File: config.mk
export PLATFORM = sky130hd
export DESIGN_NAME = fetch_pc_unit
export DESIGN_NICKNAME = d
export VERILOG_FILES = /design/src/rtl/fetch_pc_unit_pkg.sv /design/src/rtl/fetch_pc_unit_queue.sv /design/src/rtl/fetch_pc_unit.sv
export SDC_FILE = /design/constraint.sdc
export NUM_CORES = 1
export LEC_CHECK = 0
export ABC_AREA = 0
export BUFFER_PORTS_ARGS = -buffer_cell sky130_fd_sc_hd__clkbuf_2
export CAP_MARGIN = 40
export CORE_MARGIN = 3
export CORE_UTILIZATION = 57
export DETAILED_ROUTE_END_ITERATION = 16
export GPL_ROUTABILITY_DRIVEN = 0
export PLACE_DENSITY = 0.89
export SYNTH_ARGS = -nofsm -noshare
export SYNTH_HDL_FRONTEND = slang
export SYNTH_SLANG_ARGS = --single-unit
export TNS_END_PERCENT = 30
File: constraint.sdc
create_clock -name clk -period 9.8 [get_ports clk]
set_input_delay 0 -clock clk [delete_from_list [all_inputs] [get_ports clk]]
set_output_delay 0 -clock clk [all_outputs]
set_load 0.005 [all_outputs]
File: src/rtl/fetch_pc_unit_pkg.sv
// Shared defaults and types for the IF-stage program counter and its fetch queue.
// The redirect selector is an enum so the priority between flush and branch is explicit.
package fetch_pc_unit_pkg;

    localparam int unsigned DEF_ADDR_WIDTH   = 32;
    localparam int unsigned DEF_DATA_WIDTH   = 32;
    localparam int unsigned DEF_INST_BYTES   = 4;
    localparam int unsigned DEF_QUEUE_DEPTH  = 4;
    localparam logic [31:0] DEF_RESET_VECTOR = 32'hBFC0_0000;

    typedef enum logic [1:0] {
        REDIR_NONE   = 2'd0,
        REDIR_BRANCH = 2'd1,
        REDIR_FLUSH  = 2'd2
    } redir_e;

endpackage

File: src/rtl/fetch_pc_unit_queue.sv
// In-order fetch queue: circular buffer with head/fill/tail pointers carrying a wrap bit.
// Entries are allocated on issue, filled by in-order responses, and popped from the head.
module fetch_queue
    import fetch_pc_unit_pkg::*;
#(
    parameter int unsigned ADDR_WIDTH = DEF_ADDR_WIDTH,
    parameter int unsigned DATA_WIDTH = DEF_DATA_WIDTH,
    parameter int unsigned DEPTH      = DEF_QUEUE_DEPTH
) (
    input  logic                  clk,
    input  logic                  rst,
    input  logic                  alloc,
    input  logic [ADDR_WIDTH-1:0] alloc_pc,
    input  logic                  fill,
    input  logic [DATA_WIDTH-1:0] fill_data,
    input  logic                  pop,
    input  logic                  kill_all,
    output logic                  full,
    output logic                  head_filled,
    output logic                  head_stale,
    output logic [ADDR_WIDTH-1:0] head_pc,
    output logic [DATA_WIDTH-1:0] head_data
);

    localparam int unsigned PW = $clog2(DEPTH);

    logic [PW:0]           head_q, head_d;
    logic [PW:0]           fill_q, fill_d;
    logic [PW:0]           tail_q, tail_d;
    logic [PW:0]           count;
    logic [PW-1:0]         head_idx, fill_idx, tail_idx;
    logic                  fill_en;
    logic [DEPTH-1:0]      tail_hit, fill_hit;
    logic [DEPTH-1:0]      filled_q, stale_q;
    logic [ADDR_WIDTH-1:0] pc_q   [DEPTH];
    logic [DATA_WIDTH-1:0] data_q [DEPTH];

    assign head_idx = head_q[PW-1:0];
    assign fill_idx = fill_q[PW-1:0];
    assign tail_idx = tail_q[PW-1:0];

    assign count = tail_q - head_q;
    assign full  = (count == (PW+1)'(DEPTH));

    // A response only lands if some allocated entry is still waiting for data.
    assign fill_en = fill && (fill_q != tail_q);

    assign head_d = head_q + (PW+1)'(pop);
    assign fill_d = fill_q + (PW+1)'(fill_en);
    assign tail_d = tail_q + (PW+1)'(alloc);

    assign head_filled = (count != '0) && filled_q[head_idx];
    assign head_stale  = stale_q[head_idx];
    assign head_pc     = pc_q[head_idx];
    assign head_data   = data_q[head_idx];

    for (genvar gi = 0; gi < DEPTH; gi++) begin : g_dec
        assign tail_hit[gi] = alloc && (tail_idx == PW'(gi));
        assign fill_hit[gi] = fill_en && (fill_idx == PW'(gi));
    end

    always_ff @(posedge clk or posedge rst) begin
        if (rst) begin
            head_q <= '0;
            fill_q <= '0;
            tail_q <= '0;
        end else begin
            head_q <= head_d;
            fill_q <= fill_d;
            tail_q <= tail_d;
        end
    end

    // Killing marks every slot; a fresh allocation clears the mark, so free slots need no care.
    always_ff @(posedge clk or posedge rst) begin
        if (rst) begin
            filled_q <= '0;
            stale_q  <= '0;
            for (int i = 0; i < DEPTH; i++) begin
                pc_q[i]   <= '0;
                data_q[i] <= '0;
            end
        end else begin
            for (int i = 0; i < DEPTH; i++) begin
                if (tail_hit[i]) begin
                    pc_q[i]     <= alloc_pc;
                    filled_q[i] <= 1'b0;
                    stale_q[i]  <= 1'b0;
                end else begin
                    if (fill_hit[i]) begin
                        data_q[i]   <= fill_data;
                        filled_q[i] <= 1'b1;
                    end
                    if (kill_all) begin
                        stale_q[i] <= 1'b1;
                    end
                end
            end
        end
    end

endmodule

File: src/rtl/fetch_pc_unit.sv
// IF-stage program counter: holds the PC, selects redirect targets and issues fetch
// requests into an in-order queue that delivers {pc, instruction} to decode.
module fetch_pc_unit
    import fetch_pc_unit_pkg::*;
#(
    parameter int unsigned          ADDR_WIDTH   = DEF_ADDR_WIDTH,
    parameter int unsigned          DATA_WIDTH   = DEF_DATA_WIDTH,
    parameter int unsigned          INST_BYTES   = DEF_INST_BYTES,
    parameter logic [ADDR_WIDTH-1:0] RESET_VECTOR = DEF_RESET_VECTOR,
    parameter int unsigned          QUEUE_DEPTH  = DEF_QUEUE_DEPTH
) (
    input  logic                  clk,
    input  logic                  rst,
    input  logic                  stall,
    input  logic                  flush_en,
    input  logic [ADDR_WIDTH-1:0] flush_addr,
    input  logic                  branch_flag,
    input  logic [ADDR_WIDTH-1:0] branch_addr,
    output logic                  req_valid,
    output logic [ADDR_WIDTH-1:0] req_addr,
    input  logic                  req_ready,
    input  logic                  resp_valid,
    input  logic [DATA_WIDTH-1:0] resp_data,
    output logic                  inst_valid,
    output logic [ADDR_WIDTH-1:0] inst_pc,
    output logic [DATA_WIDTH-1:0] inst_data,
    input  logic                  inst_ready
);

    localparam logic [ADDR_WIDTH-1:0] ALIGN_MASK = ~ADDR_WIDTH'(INST_BYTES - 1);
    localparam logic [ADDR_WIDTH-1:0] PC_STEP    = ADDR_WIDTH'(INST_BYTES);

    logic [ADDR_WIDTH-1:0] pc_q, pc_d;
    logic [ADDR_WIDTH-1:0] target;
    redir_e                redir_sel;
    logic                  redirect;
    logic                  alloc;
    logic                  pop;
    logic                  q_full;
    logic                  head_filled;
    logic                  head_stale;

    // Flush outranks branch when both arrive in the same cycle.
    always_comb begin
        redir_sel = REDIR_NONE;
        if (flush_en) begin
            redir_sel = REDIR_FLUSH;
        end else if (branch_flag) begin
            redir_sel = REDIR_BRANCH;
        end
    end

    always_comb begin
        target = '0;
        case (redir_sel)
            REDIR_FLUSH:  target = flush_addr & ALIGN_MASK;
            REDIR_BRANCH: target = branch_addr & ALIGN_MASK;
            default:      target = '0;
        endcase
    end

    assign redirect  = (redir_sel != REDIR_NONE);
    assign req_valid = !rst && !stall && !redirect && !q_full;
    assign req_addr  = pc_q;
    assign alloc     = req_valid && req_ready;

    always_comb begin
        pc_d = pc_q;
        if (redirect) begin
            pc_d = target;
        end else if (alloc) begin
            pc_d = pc_q + PC_STEP;
        end
    end

    always_ff @(posedge clk or posedge rst) begin
        if (rst) begin
            pc_q <= RESET_VECTOR;
        end else begin
            pc_q <= pc_d;
        end
    end

    // Stale heads drain on their own; live heads wait for decode to take them.
    assign pop        = head_filled && (head_stale || inst_ready);
    assign inst_valid = head_filled && !head_stale;

    fetch_queue #(
        .ADDR_WIDTH (ADDR_WIDTH),
        .DATA_WIDTH (DATA_WIDTH),
        .DEPTH      (QUEUE_DEPTH)
    ) u_queue (
        .clk         (clk),
        .rst         (rst),
        .alloc       (alloc),
        .alloc_pc    (pc_q),
        .fill        (resp_valid),
        .fill_data   (resp_data),
        .pop         (pop),
        .kill_all    (redirect),
        .full        (q_full),
        .head_filled (head_filled),
        .head_stale  (head_stale),
        .head_pc     (inst_pc),
        .head_data   (inst_data)
    );

endmodule

# == Yosys cells after proc, flatten, opt, wreduce, memory -nomap -nowiden ==
# Cells that the tools add are included.
# totals
mem_bits_rw,0
latchBits,0
output_inout_bits,98
input_bits,104
regBits,305
wordCells,109
romBits,0
memories,0
# op_classes
bitwise,5
reduce_logical,39
n_mul,0
div,0
addsub,5
n_eq_ne,10
shifts,0
n_mux,28
n_lt_le_gt_ge,2
# ops
op,count
32-bit two-way mux,6
32-bit binary-select mux with 2-bit select,2
32-bit case mux with 2 select lines,1
32-bit by 3-bit adder with 32-bit output (second input constant),1
2-bit nonzero test,10
1-bit logical AND,16
1-bit two-way mux,16
2-bit == test (second input constant),5
3-bit by 1-bit adder with 3-bit output,3
2-bit AND reduction,4
2-bit by 1-bit == test with 1-bit output (second input constant),3
1-bit logical NOT,5
1-bit binary-select mux with 2-bit select,2
2-bit logical NOT,2
1-bit inverter,4
3-bit == test (second input constant),1
3-bit >= comparator (second input constant),1
2-bit by 3-bit < comparator with 1-bit output (second input constant),1
3-bit != test,1
2-bit inverter with 3-bit output,1
3-bit nonzero test,1
3-bit subtractor,1
2-bit two-way mux,1
1-bit logical OR,1

# == Depth between registers and ports, before layout ==
# logic_depth
ltp_word,10
ltp_mapped,13
ltp_nobuf,9

# == Cells and area by module ==
# Synthesis repeated with hierarchy kept, for this count alone.
# hier_totals
cells_unflattened,1034
hier_area_um2,14166.1
# modules_own_cells
module,area_each_um2,seq_area_each_um2,instances,cells_each
fetch_queue,11955.2,6831.6,1,759
fetch_pc_unit,2210.9,762.0,1,275

# == Worst setup path before layout ==
# No wires, ideal clock.
# synth_path
path_kind,flip-flop to flip-flop
start,register u_queue.head_q[1]
end,register u_queue.data_q[100] (netlist bit)
path_stages_with_launch,12
path_slack_ns,6.752
n_path_buf,4
required_ns,9.673
arrival_time_ns,2.920
synth_period_minus_slack_ns,3.048
setup_ns,0.127
path_cell_list,dfrtp_1 -> clkbuf_1 -> clkbuf_1 -> inv_1 -> ha_1 -> and2b_1 -> xnor2_4 -> a2111oi_4 -> nand2b_1 -> buf_2 -> buf_6 -> mux2_1
# synth_between
elab_chain_len,8
# synth_rtl
item,line,text
start: declaration,fetch_pc_unit_queue.sv:27,"logic [PW:0] head_q, head_d;"
start signal: assignment,fetch_pc_unit_queue.sv:64,head_q <= '0;
start signal: assignment,fetch_pc_unit_queue.sv:68,head_q <= head_d;
3-bit subtractor,fetch_pc_unit_queue.sv:42,assign count = tail_q - head_q;
3-bit == test,fetch_pc_unit_queue.sv:43,assign full = (count == (PW+1)'(DEPTH));
1-bit logical NOT,fetch_pc_unit.sv:63,assign req_valid = !rst && !stall && !redirect && !q_full;
1-bit logical AND,fetch_pc_unit.sv:63,
1-bit logical AND,fetch_pc_unit.sv:65,assign alloc = req_valid && req_ready;
1-bit logical AND,fetch_pc_unit_queue.sv:58,assign tail_hit[gi] = alloc && (tail_idx == PW'(gi));
1-bit inverter (no line),-,
2-bit AND reduction (no line),-,
end signal: indexed assignment,fetch_pc_unit_queue.sv:91,data_q[i] <= fill_data;
end: declaration,fetch_pc_unit_queue.sv:36,logic [DATA_WIDTH-1:0] data_q [DEPTH];
# No other way between the ends.
# A chain may end at the register's enable or synchronous reset.

# == Final worst setup path ==
# layout_path
start,register u_queue.head_q[0]
end,"register pc_q[31], in the netlist req_addr[31]"
# layout_between
elab_chain_len,6
# layout_rtl
item,line,text
3-bit subtractor,fetch_pc_unit_queue.sv:42,
3-bit == test,fetch_pc_unit_queue.sv:43,
1-bit logical NOT,fetch_pc_unit.sv:63,
1-bit logical AND,fetch_pc_unit.sv:63,
1-bit logical AND,fetch_pc_unit.sv:65,
2-bit nonzero test (no line),-,
end signal: assignment,fetch_pc_unit.sv:80,pc_q <= pc_d;
end: declaration,fetch_pc_unit.sv:33,"logic [ADDR_WIDTH-1:0] pc_q, pc_d;"
# No other way between the ends.

==> metrics.txt <==
run status complete, no violations; CTS H-tree depth 1; Power, Total 4.85 mW; clk sinks 295; Core Footprint 23500 um2; Worst setup EP type register; Reg area 7400 um2; post-synth top area cell dfrtp_1; Max Clk Rate 256 MHz; IO Pins 202; final setup fails 0; placed cell count 1430; Seq/Total Area, Yosys 54.0%; Fin. Hold Viols 0; Chip Width 161 um; synthesized area 13700 um2; CTS buffer count 30; r2r startpoint u_queue.head_q[0]; Placed Area 15000 um2; crit path time final 3900 ps; Yosys reg bits 295; DRC 0; yosys warns 0; worst hold start flush_addr[30]; WL met2 19.0 mm; fillers 1432; R2R setup slack 5900 ps; Worst Skew 24.9 ps; maximum VDD drop 0.157 mV; WHS Endpoint req_addr[30]; Met1 Wirelength 14.1 mm; Post-synth EDFFs 0; Port Buffers 193; initial DRC count 964; Slew Limit Headroom 41.7%; drt via density 6.38; drt first pass iters 7; MaxCap Viol Count 0; cells on worst reg2reg path 8; GR Overflow Total 0; top_reg_cell synth dfrtp_1; Worst-path clk slew 70 ps; CTS tree built; Slew Limit Fails 0; Worst EP required 10280 ps; # rows 56; Tot GR Track Use 29.2%; synthesis-to-layout area growth 24.4%; largest net degree at the start of global routing 93; total power per unit cell area 285 nW/um2; Hold WS 33.0 ps; min-delay worst type in2reg; RSZ-0062 raised after global routing no; DP HPWL 21.4 mm; clock root buffer clkbuf_16; Initial Utilization 58.1%; Syn Inst Count 968; async set or reset register ratio after synthesis 100%; Die Ht 161 um; Routed Antenna Nets 0; Hold Path Depth 4; Final Cell Area 17000 um2; antenna violations before repair 0; Antenna diodes 0; Setup TNS 0 ps; critical path arrival 4380 ps; synthesized area per cell 14.1 um2; critical path startpoint category register; commonest cells after routing, fill and taps aside dfrtp_1, mux2_2, clkbuf_2; Post-CTS Setup Bufs 0; WL per Instance 23.8 um; Via Count 10100; Max FO, Critical Path 34; top-area cell type share of the netlist area 52.3%; commonest non-fill, non-tap cell in the layout dfrtp_1; Top Layer Used met4; Skew-Pair Late Insertion Delay 550 ps; layout cells sized above 1 43.9%; met3 wire len 2.84 mm; fin crit share 39.8%; number of global-route vias before repair 10900; unique cell type count in the Yosys netlist 62; CTS max path bufs 3; reg-to-reg endpoint req_addr[31]; Die Footprint 25900 um2; final WL 37.6 mm; Final Net Count 1351; area of the multi-input gates 5950 um2; Least-Margin Pin Slew 875 ps; Final Non-Filler Cells 1580; first-pass GRT wire length 60.2 mm; P_leak 7.73 nW; ranking of synthesized cells by area dfrtp_1, mux2_2, mux4_2; worst setup path category reg2reg
## metal layers
metal  up-vias  GRT usage (%)
li1       4169              -
met1      5066           36.8
met2       667           50.7
met3       177           4.82
met4         0           11.5
met5         -              0
## cell families (layout without fill, tap and decap cells)
logic type                 after synthesis  in the layout  synth area share (%)
muxes                                  295            295                  29.5
DFF                                    295            295                  54.0
AOI/OAI and AO/OA                      149            149                  7.36
and+or+nand+nor                        122            122                  4.43
buffers and inverters                   86            376                  2.84
xor gates and xnor gates                11             11                 0.978
adders and majority gates                9              9                 0.823
other                                    1              4                0.0274
## registers in the layout, summed over array words and instances (netlist names)
name and flops:
u_queue.head_q 3, u_queue.fill_q 3, u_queue.pc_q 120, u_queue.data_q 128
u_queue.tail_q 3, u_queue.filled_q 4, req_addr 30, u_queue.stale_q 4
## synth_stat cells (12+ instances only)
library cell	instances
dfrtp_1	286
mux2_2	198
mux4_2	64
nand2_1	46
o21ai_0	39
a21oi_1	35
clkbuf_1	30
mux2_1	30
buf_2	22
nor2_1	21
a22oi_1	18
inv_1	14
buf_1	12
## worst max path at each step
| stage | from | to | slack [ps] | cells past startpoint |
|---|---|---|---|---|
| after global placement | u_queue.head_q[0] | req_addr[4] | 6350 | 7 |
| after CTS | u_queue.head_q[0] | req_addr[31] | 5960 | 8 |
| after floorplan | rst | req_addr[10] | 1670 | 1 |
| after global routing | u_queue.head_q[0] | req_addr[31] | 5750 | 8 |
| final | u_queue.head_q[0] | req_addr[31] | 5900 | 8 |
| after detailed placement | u_queue.head_q[0] | req_addr[4] | 6350 | 7 |
## where the power goes
group / switching, mW / total [mW] / internal [mW]
Clock: 0.489 / 1.23 / 0.737
Combinational: 0.709 / 1.64 / 0.935
Sequential: 0.325 / 1.98 / 1.65
## critical path, cell delays in order, from the launching register on
cell           delay (ps)
dfrtp_4               900
ha_1                  370
and2_1                310
and3_1                240
or3_1                 560
inv_1                 520
nand4_1               180
o2111a_1              170
dlygate4sd3_1         550
## timing repair
item | CTS | global route
hold endpoints to repair | 303 | 0
resized for setup | 0 | 0
hold buffers | 95 | 0
## layout make-up
class,count,area share (%)
Multi-Input combinational cell,590,34.9
Inverter,14,0.353
Sequential cell,295,43.5
Clock buffer,42,5.20
Timing Repair Buffer,307,12.6
Tap cell,319,2.34
Clock inverter,13,1.10
## stage by stage
step	setup WS (ps)	utilization [%]
after floorplan	1670	-
after global placement	6350	63.2
after detailed placement	6350	63.7
after CTS	5960	72.3
after global routing	5750	72.3
final	5900	72.3
(Power assumes the default switching activity.)
